===== src/rtl/ex_mem_if.sv =====
// Execute-to-memory stage bundle: ex_* fields driven by the execute side,
// mem_* fields driven by the EX/MEM pipeline register.
interface ex_mem_if #(
  parameter int DATA_W = 32,
  parameter int REG_W  = 4
);
  logic              ex_valid;
  logic [DATA_W-1:0] ex_alu_result;
  logic              ex_flagZ;
  logic              ex_flagN;
  logic [DATA_W-1:0] ex_store_data;
  logic [REG_W-1:0]  ex_rd;
  logic              ex_reg_write;
  logic              ex_mem_write;
  logic              ex_mem_to_reg;
  logic              ex_set_flags;
  logic              ex_branch;
  logic [2:0]        ex_cond;

  logic              mem_valid;
  logic [DATA_W-1:0] mem_alu_result;
  logic [DATA_W-1:0] mem_store_data;
  logic [REG_W-1:0]  mem_rd;
  logic              mem_reg_write;
  logic              mem_mem_write;
  logic              mem_mem_to_reg;
  logic              mem_branch_taken;

  modport master (
    output ex_valid, ex_alu_result, ex_flagZ, ex_flagN, ex_store_data, ex_rd,
           ex_reg_write, ex_mem_write, ex_mem_to_reg, ex_set_flags, ex_branch, ex_cond,
    input  mem_valid, mem_alu_result, mem_store_data, mem_rd,
           mem_reg_write, mem_mem_write, mem_mem_to_reg, mem_branch_taken
  );

  modport slave (
    input  ex_valid, ex_alu_result, ex_flagZ, ex_flagN, ex_store_data, ex_rd,
           ex_reg_write, ex_mem_write, ex_mem_to_reg, ex_set_flags, ex_branch, ex_cond,
    output mem_valid, mem_alu_result, mem_store_data, mem_rd,
           mem_reg_write, mem_mem_write, mem_mem_to_reg, mem_branch_taken
  );
endinterface


===== src/rtl/ex_mem_register.sv =====
// EX/MEM pipeline register with stall/flush, architectural Z/N status flags,
// branch resolution against those flags, and a retired-instruction counter.
module ex_mem_register #(
  parameter int DATA_W = 32,
  parameter int REG_W  = 4
) (
  input  logic        clk,
  input  logic        rst,
  ex_mem_if.slave     bus,
  input  logic        stall,
  input  logic        flush,
  output logic        flagZ_q,
  output logic        flagN_q,
  output logic [31:0] retired_count
);

  // Branch conditions evaluate against the flags held before this edge.
  function automatic logic cond_true(input logic [2:0] cond, input logic z, input logic n);
    logic res;
    case (cond)
      3'b000:  res = 1'b0;
      3'b001:  res = 1'b1;
      3'b010:  res = z;
      3'b011:  res = ~z;
      3'b100:  res = n;
      3'b101:  res = ~n;
      3'b110:  res = z | n;
      3'b111:  res = ~z & ~n;
      default: res = 1'b0;
    endcase
    return res;
  endfunction

  logic cond_true_s;

  // Condition decode from the current status register.
  always_comb begin
    cond_true_s = cond_true(bus.ex_cond, flagZ_q, flagN_q);
  end

  // Pipeline fields, status flags and counter; priority rst > flush > stall > capture.
  always_ff @(posedge clk) begin
    if (rst) begin
      bus.mem_valid        <= 1'b0;
      bus.mem_alu_result   <= {DATA_W{1'b0}};
      bus.mem_store_data   <= {DATA_W{1'b0}};
      bus.mem_rd           <= {REG_W{1'b0}};
      bus.mem_reg_write    <= 1'b0;
      bus.mem_mem_write    <= 1'b0;
      bus.mem_mem_to_reg   <= 1'b0;
      bus.mem_branch_taken <= 1'b0;
      flagZ_q              <= 1'b0;
      flagN_q              <= 1'b0;
      retired_count        <= 32'd0;
    end else if (flush) begin
      // Bubble: flags and counter deliberately keep their values.
      bus.mem_valid        <= 1'b0;
      bus.mem_alu_result   <= {DATA_W{1'b0}};
      bus.mem_store_data   <= {DATA_W{1'b0}};
      bus.mem_rd           <= {REG_W{1'b0}};
      bus.mem_reg_write    <= 1'b0;
      bus.mem_mem_write    <= 1'b0;
      bus.mem_mem_to_reg   <= 1'b0;
      bus.mem_branch_taken <= 1'b0;
    end else if (!stall) begin
      bus.mem_valid        <= bus.ex_valid;
      bus.mem_alu_result   <= bus.ex_alu_result;
      bus.mem_store_data   <= bus.ex_store_data;
      bus.mem_rd           <= bus.ex_rd;
      bus.mem_reg_write    <= bus.ex_valid & bus.ex_reg_write;
      bus.mem_mem_write    <= bus.ex_valid & bus.ex_mem_write;
      bus.mem_mem_to_reg   <= bus.ex_valid & bus.ex_mem_to_reg;
      bus.mem_branch_taken <= bus.ex_valid & bus.ex_branch & cond_true_s;
      if (bus.ex_valid && bus.ex_set_flags) begin
        flagZ_q <= bus.ex_flagZ;
        flagN_q <= bus.ex_flagN;
      end
      if (bus.ex_valid) begin
        retired_count <= retired_count + 32'd1;
      end
    end
  end

endmodule

===== src/flat_wrapper.sv =====
// flat-port wrapper written by rule: the top's interface ports become plain ports
module ex_mem_register_flat 
#(
  parameter int DATA_W = 32,
  parameter int REG_W  = 4
)
  (clk, rst, stall, flush, flagZ_q, flagN_q, retired_count, bus_ex_valid, bus_ex_alu_result, bus_ex_flagZ, bus_ex_flagN, bus_ex_store_data, bus_ex_rd, bus_ex_reg_write, bus_ex_mem_write, bus_ex_mem_to_reg, bus_ex_set_flags, bus_ex_branch, bus_ex_cond, bus_mem_valid, bus_mem_alu_result, bus_mem_store_data, bus_mem_rd, bus_mem_reg_write, bus_mem_mem_write, bus_mem_mem_to_reg, bus_mem_branch_taken);
  ex_mem_if #(.DATA_W(DATA_W), .REG_W(REG_W)) bus_i ();
  input  logic clk;
  input  logic rst;
  input  logic stall;
  input  logic flush;
  output logic flagZ_q;
  output logic flagN_q;
  output logic [31:0] retired_count;
  input wire logic [$bits(bus_i.ex_valid)-1:0] bus_ex_valid;
  input wire logic [$bits(bus_i.ex_alu_result)-1:0] bus_ex_alu_result;
  input wire logic [$bits(bus_i.ex_flagZ)-1:0] bus_ex_flagZ;
  input wire logic [$bits(bus_i.ex_flagN)-1:0] bus_ex_flagN;
  input wire logic [$bits(bus_i.ex_store_data)-1:0] bus_ex_store_data;
  input wire logic [$bits(bus_i.ex_rd)-1:0] bus_ex_rd;
  input wire logic [$bits(bus_i.ex_reg_write)-1:0] bus_ex_reg_write;
  input wire logic [$bits(bus_i.ex_mem_write)-1:0] bus_ex_mem_write;
  input wire logic [$bits(bus_i.ex_mem_to_reg)-1:0] bus_ex_mem_to_reg;
  input wire logic [$bits(bus_i.ex_set_flags)-1:0] bus_ex_set_flags;
  input wire logic [$bits(bus_i.ex_branch)-1:0] bus_ex_branch;
  input wire logic [$bits(bus_i.ex_cond)-1:0] bus_ex_cond;
  output wire logic [$bits(bus_i.mem_valid)-1:0] bus_mem_valid;
  output wire logic [$bits(bus_i.mem_alu_result)-1:0] bus_mem_alu_result;
  output wire logic [$bits(bus_i.mem_store_data)-1:0] bus_mem_store_data;
  output wire logic [$bits(bus_i.mem_rd)-1:0] bus_mem_rd;
  output wire logic [$bits(bus_i.mem_reg_write)-1:0] bus_mem_reg_write;
  output wire logic [$bits(bus_i.mem_mem_write)-1:0] bus_mem_mem_write;
  output wire logic [$bits(bus_i.mem_mem_to_reg)-1:0] bus_mem_mem_to_reg;
  output wire logic [$bits(bus_i.mem_branch_taken)-1:0] bus_mem_branch_taken;
  assign bus_i.ex_valid = bus_ex_valid;
  assign bus_i.ex_alu_result = bus_ex_alu_result;
  assign bus_i.ex_flagZ = bus_ex_flagZ;
  assign bus_i.ex_flagN = bus_ex_flagN;
  assign bus_i.ex_store_data = bus_ex_store_data;
  assign bus_i.ex_rd = bus_ex_rd;
  assign bus_i.ex_reg_write = bus_ex_reg_write;
  assign bus_i.ex_mem_write = bus_ex_mem_write;
  assign bus_i.ex_mem_to_reg = bus_ex_mem_to_reg;
  assign bus_i.ex_set_flags = bus_ex_set_flags;
  assign bus_i.ex_branch = bus_ex_branch;
  assign bus_i.ex_cond = bus_ex_cond;
  assign bus_mem_valid = bus_i.mem_valid;
  assign bus_mem_alu_result = bus_i.mem_alu_result;
  assign bus_mem_store_data = bus_i.mem_store_data;
  assign bus_mem_rd = bus_i.mem_rd;
  assign bus_mem_reg_write = bus_i.mem_reg_write;
  assign bus_mem_mem_write = bus_i.mem_mem_write;
  assign bus_mem_mem_to_reg = bus_i.mem_mem_to_reg;
  assign bus_mem_branch_taken = bus_i.mem_branch_taken;
  ex_mem_register #(.DATA_W(DATA_W), .REG_W(REG_W)) u_core (.clk(clk), .rst(rst), .bus(bus_i), .stall(stall), .flush(flush), .flagZ_q(flagZ_q), .flagN_q(flagN_q), .retired_count(retired_count));
endmodule

===== config.mk =====
export PLATFORM = sky130hd
export DESIGN_NAME = ex_mem_register_flat
export DESIGN_NICKNAME = d
export VERILOG_FILES = /design/src/rtl/ex_mem_if.sv /design/src/rtl/ex_mem_register.sv /design/src/flat_wrapper.sv
export SDC_FILE = /design/constraint.sdc
export NUM_CORES = 1
export LEC_CHECK = 0
export BUFFER_PORTS_ARGS = -buffer_cell sky130_fd_sc_hd__buf_2
export CELL_PAD_IN_SITES_DETAIL_PLACEMENT = 1
export CELL_PAD_IN_SITES_GLOBAL_PLACEMENT = 1
export CORE_MARGIN = 1
export CORE_UTILIZATION = 37
export CTS_CLUSTER_SIZE = 30
export DETAILED_ROUTE_END_ITERATION = 8
export PLACE_DENSITY = 0.91
export SLEW_MARGIN = 20
export SYNTH_ARGS = -nofsm -noshare
export SYNTH_HDL_FRONTEND = slang
export SYNTH_SLANG_ARGS = --single-unit

===== constraint.sdc =====
create_clock -name clk -period 3.29 [get_ports clk]
set_clock_uncertainty 0.2 [all_clocks]
set_input_delay 0.329 -clock clk [delete_from_list [all_inputs] [get_ports clk]]
set_output_delay 0.329 -clock clk [all_outputs]
set_load 0.05 [all_outputs]

== After elaboration in Yosys (flattened, before gate mapping) ==
Cells that the tools add are included.

* Add/sub/neg operators: 1
* Multipliers: 0
* Div/mod/pow operators: 0
* $lt $le $gt $ge: 0
* Equality and inequality tests: 7
* Shift-type cells: 0
* Multiplexer cells: 1
* Bitwise logic cells: 11
* Reduce and logical (&&, ||, !) cells: 5

{| class="wikitable"
|+ Operator list
! kind !! number
|-
| $add 32x1->32 const B || 1
|-
| $eq 3x3->1 const B || 4
|-
| $pmux 1 s8 || 1
|-
| $and 1x1->1 || 6
|-
| $eq 3x2->1 const B || 2
|-
| $reduce_and 3->1 || 2
|-
| $not 1->1 || 4
|-
| $eq 3x1->1 const B || 1
|-
| $logic_not 3->1 || 1
|-
| $reduce_or 2->1 || 1
|-
| $logic_and 1x1->1 || 1
|-
| $or 1x1->1 || 1
|}

* Bits in registers: 107
* Latch bits: 0
* RAM bits: 0
* Memory bits (read-only): 0
* Bits of input ports: 83
* Output and inout bits: 107
* Logic and storage cells: 36
* Memories kept: 0

== Depth between registers and ports, before layout ==
* Depth after elaboration: 4
* Gate-level depth with buffers: 6
* Gate-level depth less buffers: 5

== Worst setup path before layout ==
No wires, ideal clock.

* Path kind: register to register
* From: register u_core.retired_count[3]
* To: register u_core.retired_count[27]
* Setup time: 0.121 ns
* Arrival: 2.018 ns
* Data required time: 2.969 ns
* Path slack: 0.951 ns
* Cell stages (with the launch flop): 7
* Path buffers: 2
* Period minus slack after synthesis: 2.339 ns
* Cell sequence: dfxtp_1 buf_2 and3_1 nand4_2 buf_6 nor4b_1 mux2_2

* Word-level cells in the longest chain between the ends: 1

{| class="wikitable"
|+ RTL lines
! what !! RTL line !! RTL
|-
| from (decl) || ex_mem_register.sv:14 || <nowiki>output logic [31:0] retired_count</nowiki>
|-
| from (signal assigned) || ex_mem_register.sv:79 || <nowiki>retired_count <= retired_count + 32'd1;</nowiki>
|-
| $add 32x1->32 || ex_mem_register.sv:79 ||
|}

No other way between the ends.
A chain may end at the register's enable or synchronous reset.

== Worst setup path in the final report ==
* From: register u_core.retired_count[3]
* To: register u_core.retired_count[28]

The elaborated chain is that of the path after synthesis.

==> run summary <==
Status: finished, final reports clean
Hold slack: 12.3 ps
DRC: 0
# rows: 38
Peak supply drop: 0.225 mV
Largest net degree at the start of global routing: 74
Global-route wire length before repair: 18.2 mm
Met1 global-route usage: 0.217
FILL cells: 1329
Number of diodes: 0
Cell variety after synth: 32
Post-synth EDFFs: 0
Post-CTS Resized: 0
Detailed placer's ending HPWL: 9.02 mm
Met3 GRT Util: 0.0313
Routed wire per std cell: 15.9 microns
Seq/Total Area, Yosys: 0.510
TritonCTS buffer count: 9
Slew Viols, Final: 0
Post-route ant nets: 0
Worst-path clk slew: 70 ps
Global routing met2 resource utilization: 0.357
WL final: 12.0 mm
H-Tree Depth: 3
Die Footprint: 11800 sq um
Clock buffer depth: 2
Nets: 694
CTS root buffer: clkbuf_16
Final Hold Vio Count: 0
Ys flop type: dfxtp_1
Synth warnings: 0
Setup TNS: 0 ps
RSZ-0062 raised after global routing: no
Yosys top cell area share: 0.510
Layout area overhead: 31.6%
I/O Pins: 190
Max Cap Viol: 0
IO buf count: 189
Worst-margin pin slew: 863 ps
TritonRoute pass-1 iters: 4
Vias in the first global route: 3840
Seq cells post-synth: 107
Dominant cell type by area after synthesis: dfxtp_1
Relative slew slack: 0.425
Routed vias: 3833
P per Cell Area: 484 nW/um^2
Top post-synthesis cells by count: dfxtp_1, nor2_1, mux2i_1, a21oi_1, nand2_1
Crit end category: flip-flop
Fin crit period: 2490 ps
Initial Utilization: 0.384
Drt first-iter violations: 120
GR Util All Layers: 0.200
Ys async rst share: 0
Proportion of layout cells with a drive suffix above 1: 0.357
Post-Synthesis Cells: 431
Initial antenna violation count: 0
Finish-stage setup viols: 0
Chip height: 109 microns
CP arrival: 2530 ps
CTS tree: done
GR Overflow Total: 0
Hold buffer count at cts: 0
Hold Crit Class: primary input to flip-flop
Global route hottest layer: met2
Setup Crit Path Kind: flip-flop to flip-flop
Highest Clock Rate: 401 MHz
Die Width: 109 microns
Count leader, synth: dfxtp_1
Routed vias/inst: 5.08
CP Max Fanout: 24
Kind of launch point of the worst setup path: flip-flop
Synth Net Count: 515
Static leakage: 2.69 nW
Post-CTS Setup Bufs: 0
RePlAce Congestion: 0.737
Clk_lat worst skew: 340 ps
Syn_area_per_cell: 9.74 sq um
Critical Path RT: 3330 ps
Synthesized area: 4200 sq um
Core area: 10900 sq um
Crit share post-route: 0.757
Dominant cells by area after synthesis: dfxtp_1, mux2i_1, nor2_1
Sink Count: 107
Biggest regs: u_core.bus.mem_alu_result x32, u_core.bus.mem_store_data x32, u_core.retired_count x32
[cells by family (layout without fill, tap and decap cells)]
family / count (synthesis) / after routing / share of synthesized area
adders and majority gates: 1 / 1 / 0.00298
DFF: 107 / 107 / 0.510
AOI/OAI and AO/OA: 36 / 36 / 0.0504
buffers and inverters: 29 / 212 / 0.0301
xor gates and xnor gates: 10 / 10 / 0.0209
muxes: 77 / 77 / 0.186
and+or+nand+nor: 171 / 171 / 0.199
[area by class of cell]
class	count	area [sq um]	share of cell area
Clock inverter	3	23.8	0.00430
Multi-Input combinational cell	295	1930	0.349
Clock buffer	12	256	0.0464
Inverter	3	11.3	0.00204
Tap cell	140	175	0.0317
Timing Repair Buffer	194	986	0.178
Sequential cell	107	2140	0.388
[per-layer routing]
layer / routed length, microns / part of all wire / vias to the layer above
met5: 0 / 0 / -
met1: 4720 / 0.39 / 1838
met4: 547 / 0.046 / 0
li1: - / - / 1843
met3: 456 / 0.038 / 39
met2: 6260 / 0.52 / 113
[cells in the final DEF (no fill, tap or decap), types with 6 or more instances in the layout]
cell,count
dfxtp_1,107
nor2b_1,9
nand3_1,9
nor4_1,7
o31ai_1,7
clkbuf_16,9
a21oi_1,17
xor2_1,7
nor2_1,91
mux2_2,8
nand2_1,15
buf_2,188
or3_1,7
nand4_1,9
or4_1,7
o21ai_0,7
mux2i_1,69
buf_4,6
[through the flow]
stage	total power, mW	instances	setup WS (ps)	util	instance area (sq um)
2_1_floorplan	1.58	431	951	-	4200
3_3_place_gp	1.67	739	832	0.480	5240
3_5_place_dp	1.69	739	676	0.480	5240
4_1_cts	2.70	754	806	0.505	5520
5_1_grt	2.77	754	632	0.505	5520
6_report	2.67	754	799	0.505	5520
[path summary, 6_finish.rpt]
check                          startpoint                            end  slack (ps)  cells past startpoint
setup reg to reg  u_core.retired_count[3]       u_core.retired_count[28]         800                      4
hold reg to reg            u_core.flagZ_q                 u_core.flagZ_q         280                      2
hold / removal      bus_ex_store_data[10]  u_core.bus.mem_store_data[10]          10                      3
setup / recovery  u_core.retired_count[3]       u_core.retired_count[28]         800                      4
[worst max-delay path: stages, from the launching register on]
cell	delay [ps]
dfxtp_1	540
and3_1	240
nand4_2	480
nor4_1	530
mux2_2	380
[power breakdown]
| group | leakage, nW | total (mW) | internal (mW) | switching [mW] |
|---|---|---|---|---|
| logic | 1.69 | 0.313 | 0.106 | 0.207 |
| clock network | 0.131 | 1.02 | 0.552 | 0.468 |
| registers | 0.869 | 1.34 | 1.32 | 0.0157 |
| total | 2.69 | 2.67 | 1.98 | 0.690 |
Note: power is estimated with default switching activity, not from simulation.
